**config.mk**
```make
export PLATFORM = sky130hd
export DESIGN_NAME = shift_seq_ctrl_flat
export DESIGN_NICKNAME = d
export VERILOG_FILES = /design/src/rtl/shift_seq_pkg.sv /design/src/rtl/shift_seq_ctrl_if.sv /design/src/rtl/shift_seq_cnt.sv /design/src/rtl/shift_seq_ctrl.sv /design/src/flat_wrapper.sv
export SDC_FILE = /design/constraint.sdc
export NUM_CORES = 1
export LEC_CHECK = 0
export BUFFER_PORTS_ARGS = -buffer_cell sky130_fd_sc_hd__buf_2
export CORE_MARGIN = 2
export CORE_UTILIZATION = 30
export DETAILED_ROUTE_END_ITERATION = 8
export PLACE_DENSITY = 0.47
export SLEW_MARGIN = 20
export SYNTH_ARGS = -nofsm -noshare
export SYNTH_HDL_FRONTEND = slang
export SYNTH_SLANG_ARGS = --single-unit
```
**constraint.sdc**
```tcl
create_clock -name clock -period 1.19 [get_ports clock]
set_input_delay 0.0595 -clock clock [delete_from_list [all_inputs] [get_ports clock]]
set_output_delay 0.0595 -clock clock [all_outputs]
set_load 0.005 [all_outputs]
```
**src/rtl/shift_seq_pkg.sv**
```systemverilog
// Shared types and constants for the shift-register loopback sequencer.
// Optional feature macro used by the top: LOOPBACK_CHECK_EN.
package shift_seq_pkg;

  localparam int DEF_WIDTH = 8;
  localparam int DEF_DEPTH = 4;

  typedef enum logic [2:0] {
    IDLE  = 3'd0,
    CLR   = 3'd1,
    SHIFT = 3'd2,
    DRAIN = 3'd3,
    DONE  = 3'd4
  } state_t;

  // Counter must reach WIDTH+DEPTH-1 without wrapping.
  function automatic int cnt_width(input int width, input int depth);
    return $clog2(width + depth);
  endfunction

endpackage

```
**src/rtl/shift_seq_ctrl_if.sv**
```systemverilog
// Request/response bus of the loopback sequencer: parallel word in,
// rebuilt word and status out.
interface shift_seq_ctrl_if
  import shift_seq_pkg::*;
#(
  parameter int WIDTH = DEF_WIDTH
);

  logic             start;
  logic [WIDTH-1:0] data_in;
  logic             ready;
  logic             busy;
  logic             done;
  logic [WIDTH-1:0] data_out;
  logic             mismatch;

  modport master (
    output start, data_in,
    input  ready, busy, done, data_out, mismatch
  );

  modport slave (
    input  start, data_in,
    output ready, busy, done, data_out, mismatch
  );

endinterface

```
**src/rtl/shift_seq_cnt.sv**
```systemverilog
// Up-counter with synchronous clear, count enable and a compare against a
// caller-supplied terminal value.
module shift_seq_cnt #(
  parameter int CW = 4
) (
  input  logic          clock,
  input  logic          clr,
  input  logic          en,
  input  logic [CW-1:0] term,
  output logic [CW-1:0] count,
  output logic          at_term
);

  always_ff @(posedge clock) begin
    if (clr)
      count <= '0;
    else if (en)
      count <= count + CW'(1);
  end

  assign at_term = (count == term);

endmodule

```
**src/rtl/shift_seq_ctrl.sv**
```systemverilog
// Loopback sequencer for a DEPTH-stage external shift register: clears it, streams
// a word LSB first, drains, and rebuilds the returning bits. Optional: LOOPBACK_CHECK_EN.
module shift_seq_ctrl
  import shift_seq_pkg::*;
#(
  parameter int WIDTH = DEF_WIDTH,
  parameter int DEPTH = DEF_DEPTH
) (
  input  logic             clock,
  input  logic             clear,
  shift_seq_ctrl_if.slave  bus,
  output logic             ser_out,
  input  logic             ser_in,
  output logic             sr_clear_n
);

  localparam int CW = cnt_width(WIDTH, DEPTH);
  localparam logic [CW-1:0] SHIFT_LAST = CW'(WIDTH - 1);
  localparam logic [CW-1:0] DRAIN_LAST = CW'(WIDTH + DEPTH - 1);
  localparam logic [CW-1:0] CAP_FIRST  = CW'(DEPTH);

  state_t           state, state_nxt;
  logic [WIDTH-1:0] tx_reg, rx_reg, rx_nxt, data_out_r;
  logic [CW-1:0]    count, term;
  logic             at_term, cnt_clr, cnt_en, capture, accept, finish;
  logic             ready_c, busy_c, done_c;

  assign accept  = (state == IDLE) && bus.start;
  assign finish  = (state == DRAIN) && at_term;
  assign cnt_clr = clear || (state == CLR);
  // Hold at the last drain count so the counter never wraps inside a transfer.
  assign cnt_en  = (state == SHIFT) || ((state == DRAIN) && !at_term);
  assign term    = (state == SHIFT) ? SHIFT_LAST : DRAIN_LAST;
  assign capture = ((state == SHIFT) || (state == DRAIN)) && (count >= CAP_FIRST);
  assign rx_nxt  = {ser_in, {(WIDTH-1){1'b0}}} | (rx_reg >> 1);

  shift_seq_cnt #(.CW(CW)) u_cnt (
    .clock   (clock),
    .clr     (cnt_clr),
    .en      (cnt_en),
    .term    (term),
    .count   (count),
    .at_term (at_term)
  );

  always_ff @(posedge clock) begin
    if (clear)
      state <= IDLE;
    else
      state <= state_nxt;
  end

  always_comb begin
    state_nxt  = state;
    ready_c    = 1'b0;
    busy_c     = 1'b0;
    done_c     = 1'b0;
    ser_out    = 1'b0;
    sr_clear_n = 1'b1;
    case (state)
      IDLE: begin
        ready_c = 1'b1;
        if (bus.start) state_nxt = CLR;
      end
      CLR: begin
        busy_c     = 1'b1;
        sr_clear_n = 1'b0;
        state_nxt  = SHIFT;
      end
      SHIFT: begin
        busy_c  = 1'b1;
        ser_out = tx_reg[0];
        if (at_term) state_nxt = DRAIN;
      end
      DRAIN: begin
        busy_c = 1'b1;
        if (at_term) state_nxt = DONE;
      end
      DONE: begin
        done_c    = 1'b1;
        state_nxt = IDLE;
      end
      default: state_nxt = IDLE;
    endcase
    // Outputs show reset values for as long as clear is held.
    if (clear) begin
      ready_c    = 1'b1;
      busy_c     = 1'b0;
      done_c     = 1'b0;
      ser_out    = 1'b0;
      sr_clear_n = 1'b0;
    end
  end

  // The final capture lands on the same edge that enters DONE, so publish rx_nxt.
  always_ff @(posedge clock) begin
    if (clear) begin
      tx_reg     <= '0;
      rx_reg     <= '0;
      data_out_r <= '0;
    end else begin
      if (accept)
        tx_reg <= bus.data_in;
      else if (state == SHIFT)
        tx_reg <= tx_reg >> 1;
      if (capture)
        rx_reg <= rx_nxt;
      if (finish)
        data_out_r <= rx_nxt;
    end
  end

`ifdef LOOPBACK_CHECK_EN
  logic [WIDTH-1:0] ref_reg;
  logic             mismatch_r;

  always_ff @(posedge clock) begin
    if (clear) begin
      ref_reg    <= '0;
      mismatch_r <= 1'b0;
    end else begin
      if (accept)
        ref_reg <= bus.data_in;
      if (finish)
        mismatch_r <= (rx_nxt != ref_reg);
    end
  end

  assign bus.mismatch = mismatch_r;
`else
  assign bus.mismatch = 1'b0;
`endif

  assign bus.ready    = ready_c;
  assign bus.busy     = busy_c;
  assign bus.done     = done_c;
  assign bus.data_out = data_out_r;

endmodule

```
**src/flat_wrapper.sv**
```systemverilog
// flat-port wrapper written by rule: the top's interface ports become plain ports
module shift_seq_ctrl_flat import shift_seq_pkg::*;
#(
  parameter int WIDTH = DEF_WIDTH,
  parameter int DEPTH = DEF_DEPTH
)
  (clock, clear, ser_out, ser_in, sr_clear_n, bus_start, bus_data_in, bus_ready, bus_busy, bus_done, bus_data_out, bus_mismatch);
  shift_seq_ctrl_if #(.WIDTH(WIDTH)) bus_i ();
  input  logic clock;
  input  logic clear;
  output logic ser_out;
  input  logic ser_in;
  output logic sr_clear_n;
  input wire logic [$bits(bus_i.start)-1:0] bus_start;
  input wire logic [$bits(bus_i.data_in)-1:0] bus_data_in;
  output wire logic [$bits(bus_i.ready)-1:0] bus_ready;
  output wire logic [$bits(bus_i.busy)-1:0] bus_busy;
  output wire logic [$bits(bus_i.done)-1:0] bus_done;
  output wire logic [$bits(bus_i.data_out)-1:0] bus_data_out;
  output wire logic [$bits(bus_i.mismatch)-1:0] bus_mismatch;
  assign bus_i.start = bus_start;
  assign bus_i.data_in = bus_data_in;
  assign bus_ready = bus_i.ready;
  assign bus_busy = bus_i.busy;
  assign bus_done = bus_i.done;
  assign bus_data_out = bus_i.data_out;
  assign bus_mismatch = bus_i.mismatch;
  shift_seq_ctrl #(.WIDTH(WIDTH), .DEPTH(DEPTH)) u_core (.clock(clock), .clear(clear), .bus(bus_i), .ser_out(ser_out), .ser_in(ser_in), .sr_clear_n(sr_clear_n));
endmodule
```
==> After elaboration in Yosys (flattened, before gate mapping) <==
Index checks and enable logic that the tools add are counted.
{ "word_totals": {"reg_bits": 31, "inputBits": 12, "wordCells": 45} }
{ "classes": {"eq_ne": 8, "mux": 17, "bitwise_logic": 1, "order_cmp": 1, "addsub": 1, "n_reduce_logical": 12} }
{ "ops": {"columns": ["cell", "count"], "rows": [
  ["8-bit two-way mux", 2],
  ["3-bit case mux with 4 select lines", 1],
  ["1-bit two-way mux", 10],
  ["3-bit two-way mux", 3],
  ["8-bit by 7-bit OR with 8-bit output", 1],
  ["3-bit by 2-bit equality test with 1-bit output, second input constant", 2],
  ["4-bit by 1-bit adder with 4-bit output, second input constant", 1],
  ["4-bit equality test", 1],
  ["4-bit by 3-bit greater-or-equal comparator with 1-bit output, second input constant", 1],
  ["1-bit logical AND", 4],
  ["4-bit two-way mux", 1],
  ["2-bit by 1-bit != test with 1-bit output, second input constant", 2],
  ["3-bit by 1-bit equality test with 1-bit output, second input constant", 1],
  ["3-bit equality test, second input constant", 1],
  ["3-bit zero test", 1],
  ["1-bit logical OR", 3],
  ["3-bit AND reduction", 1],
  ["3-bit OR reduction", 1],
  ["2-bit != test, second input constant", 1],
  ["2-bit nonzero test", 1],
  ["1-bit zero test", 1]
]} }

==> Longest topological paths before layout <==
{ "logic_depth": {"depth_word": 6, "mapped_depth": 5, "mapped_depth_nobuf": 4} }

==> By module <==
A second synthesis with hierarchy kept.
{ "unflattened": {"hier_cells": 163, "area_unflattened_um2": 1382.6} }
{ "by_module_without_submodules": {"columns": ["module", "area_each_um2", "seq_area_each_um2", "n_inst", "cells_each"], "rows": [
  ["shift_seq_ctrl", 1162.4, 520.5, 1, 142],
  ["shift_seq_cnt", 220.2, 80.1, 1, 21]
]} }

==> Worst setup path after synthesis <==
Ideal clock, no wire load.
{ "synth_timing": {"path_type": "register to register", "start": "register u_core.u_cnt.count[0]", "end": "register u_core.u_cnt.count[2]", "stages_incl_launch_ff": 5, "path_slack_ns": -0.127, "t_required_ns": 1.120, "t_arrival_ns": 1.248, "setup_time_ns": 0.070, "cell_sequence": "dfxtp_1 -> ha_1 -> and4b_4 -> or4_1 -> a21oi_1"} }
{ "synth_via": {"elab_chain_len": 4, "word_cells_on_any_way": 5, "classes_between": "add/sub (1); eq/ne (1); reduce/logical (3)"} }
{ "synth_rtl": {"columns": ["element", "line_no", "rtl"], "rows": [
  ["start, declared", "shift_seq_cnt.sv:10", "output logic [CW-1:0] count,"],
  ["start signal, assigned", "shift_seq_cnt.sv:18", "count <= count + CW'(1);"],
  ["branches (longest 4 deep; another with 4-bit by 1-bit adder with 4-bit output)", null, null]
]} }
Parallel ways; which one is timed is not known.
A chain may end at the register's enable or synchronous reset.

==> Worst setup path in the final report <==
{ "layout_timing": {"start": "register u_core.state[0]", "end": "output ser_out"} }
{ "layout_via": {"elab_chain_len": 3} }
{ "layout_rtl": {"columns": ["element", "line_no", "rtl"], "rows": [
  ["start, declared", "shift_seq_ctrl.sv:22", "state_t state, state_nxt;"],
  ["start signal, assigned", "shift_seq_ctrl.sv:50", "state <= state_nxt;"],
  ["3-bit by 2-bit equality test with 1-bit output", "shift_seq_ctrl.sv:60", "case (state)"],
  ["1-bit two-way mux", "shift_seq_ctrl.sv:60", null],
  ["1-bit two-way mux", "shift_seq_ctrl.sv:86", "if (clear) begin"],
  ["end, declared", "flat_wrapper.sv:11", "output logic ser_out;"]
]} }
Every way passes these cells.

==> impl_results.md <==
- Clock skew: around 7.8 ps
- Tmin final: approximately 1400 ps
- Final net count: approximately 220
- Clock power share: 37.9%
- DP Worst Slack: -210 ps
- I/O Buffers: 24
- GP Congestion: 0.733
- Flop pwr share: slightly above 40%
- Pleak: 0.786 nW
- FF-to-FF setup slack: -200 ps
- Largest net degree at the start of global routing: 26
- Routed via count: about 1400
- Int Power: roughly 2 mW
- Sw power: 0.706 mW
- Total CTS buffers: 5
- Worst Setup End Kind: output port
- Ys async rst share: 0%
- Initial core utilization: a little under a third
- ANT nets after route: 0
- Sequential fraction of the synthesis area: ~44%
- Top cell types by occurrence after synthesis: 30 x dfxtp_1, 28 x a21oi_1, 24 x nand3_1
- Placed insts: 239
- Count leader, synth: dfxtp_1
- Drt first-iter violations: 83
- Post-Layout Inst Area: roughly 0.0021 sq mm
- Final period util: 120%
- Netlist Area Pre-Place: 0.00138 sq mm
- Ranking of synthesized cells by area: dfxtp_1 44%, a21oi_1 10%, nand3_1 8.7%
- Yosys cell types: 35
- Max-Cap Viols: 0
- Ys flop type: dfxtp_1
- CTS clock-pin slew for the worst setup and hold paths: roughly 60 ps
- Critical path peak fanout: 9
- RSZ-0062 raised after global routing: yes
- Net switching share of the total power: roughly 26%
- DRC: 0
- # H-tree levels: 2
- Non-filler cells, final: 256
- Wirelength, routed: 3850 um
- Synth-to-Final Area Change: 55.1%
- Layout cells sized above 1: about three fifths
- Failing checks: setup timing
- DR WL/cell: between 15 and 20 um
- Peak VDD IR: 0.000812 V
- CTS root buf: clkbuf_8
- WP data arrival: between 1000 and 1500 ps
- Result of the run: finished with violations
- Slew Limit Fails: 0
- FMAX: 700 MHz
- Worst setup SP type: register
- Vias in the first global route: 1357
- Hold buffers post-CTS: 0
- Placement Cell Area: 0.00168 sq mm
- Final setup margin: -239 ps
- Final HPWL DP: approximately 2500 um
- Worst Hold Class: in -> reg
- Number of synthesized flops with an enable pin: 0
- Avg Inst Size Synth: 8.63 sq um
- Vias per inst: around 5.4
- Site row count: 24
- Crit Path Class: reg -> out
- Mapped Cells: 160
- Power Dens Cells: between 1000 and 1500 mW/mm^2
- Initial DRT Pass Iterations: 4
- Final core occ: roughly half
- First-pass GRT wire length: ~6200 um
- Antenna Cells: 0
- Initial antenna violation count: 0
- Die area: 0.00516 sq mm
- Total gr overflow: 0
- Maximum root-to-sink buffer count: 2
- Logic pwr share: between 20 and 25%
- Core area: roughly 0.0044 sq mm
- Syn nets: about 170
- DIE WIDTH: between 70 and 80 um
- Yosys reg bits: 30
- Number of synthesis warnings: 0
- DIE HEIGHT: between 70 and 80 um
- Final setup fails: 26
- Critical path required time: 1130 ps
- Yosys top cell by area: dfxtp_1
- Later-pin clock latency in the skew report: 280 ps
- CTS tree: yes
- Yosys top cell area share: between 40% and 50%
- Clock tree sinks: 30
- Final Hold Viols: 0
- GRT Total Usage: between 10% and 20%
- I/O pin cnt: 26
## path summary, 6_finish.rpt
path	end	depth (start not counted)	startpoint
max reg2reg	u_core.tx_reg[7]	4	u_core.state[2]
min	u_core.tx_reg[7]	3	bus_data_in[7]
min reg2reg	u_core.bus.data_out[2]	2	u_core.bus.data_out[2]
max	ser_out	3	u_core.state[0]
## cell families (layout without fill, tap and decap cells)
| family | Yosys count | in the layout | synth area share [%] |
|---|---|---|---|
| flops | 30 | 30 | 43.5 |
| compound gates | 54 | 54 | 20.9 |
| fa+ha+maj | 1 | 1 | 0.906 |
| mux | 1 | 1 | 0.725 |
| other cells | 1 | 1 | 0.272 |
| simple gates | 56 | 56 | 27.0 |
| buf+inv | 17 | 61 | 6.62 |
## critical path, cell delays in order (launching register included)
cell and delay (ps):
dfxtp_4 380, or3b_4 430, nor3b_2 160, buf_2 130
## cell type report
type | instances | area (sq um)
fill | 422 | 2240
multi-input combinational | 113 | 945
sequential | 30 | 616
timing repair buffer | 52 | 395
clock buffer | 6 | 82.6
tap | 52 | 65.1
clock inverter | 1 | 30.0
inverter | 2 | 7.51
## cells in the final DEF (no fill, tap or decap), types with 3 or more instances in the layout
cell	synthesis	layout
nand3_1	24	10
nand2_1	3	3
buf_4	3	13
clkbuf_8	0	6
o21ai_0	18	3
dfxtp_1	30	24
o21ai_1	0	4
buf_6	0	14
and3b_2	2	3
nand3_2	0	14
dfxtp_2	0	3
nand3b_1	3	3
dfxtp_4	0	3
buf_2	4	24
o21ai_2	0	11
a22oi_1	7	7
a21oi_2	0	11
a21oi_1	28	17
## what timing repair did
action,in CTS,in global routing
setup buffers,8,4
pin swaps,9,17
endpoints found under the setup margin,28,34
resized for setup,43,46
cloned,1,0
## power groups by stage
stage	Combinational, mW	Clock (mW)	Sequential [mW]
floorplan	0.307	0	1.10
global placement	0.417	0	1.12
detailed placement	0.429	0	1.12
CTS	0.528	1.06	1.11
global route	0.635	1.12	1.11
finish	0.592	1.04	1.11
## through the flow
step | hold WS [ps] | total power, mW | TNS (ps)
after global placement | 309 | 1.54 | -1600
after global routing | 45.6 | 2.87 | -4510
after detailed placement | 316 | 1.55 | -2200
final | 50.6 | 2.73 | -3060
after CTS | 20.0 | 2.69 | -3260
after floorplan | 200 | 1.41 | -141
## per-layer routing
| metal | GRT usage, % | up-vias | part of all wire [%] |
|---|---|---|---|
| met1 | 18.1 | 678 | 43 |
| met4 | 5.66 | 0 | 1.4 |
| met2 | 26.1 | 29 | 51 |
| met5 | 0 | - | 0 |
| li1 | - | 680 | - |
| met3 | 4.92 | 8 | 4.6 |
Power figures use the tool's default switching activity.
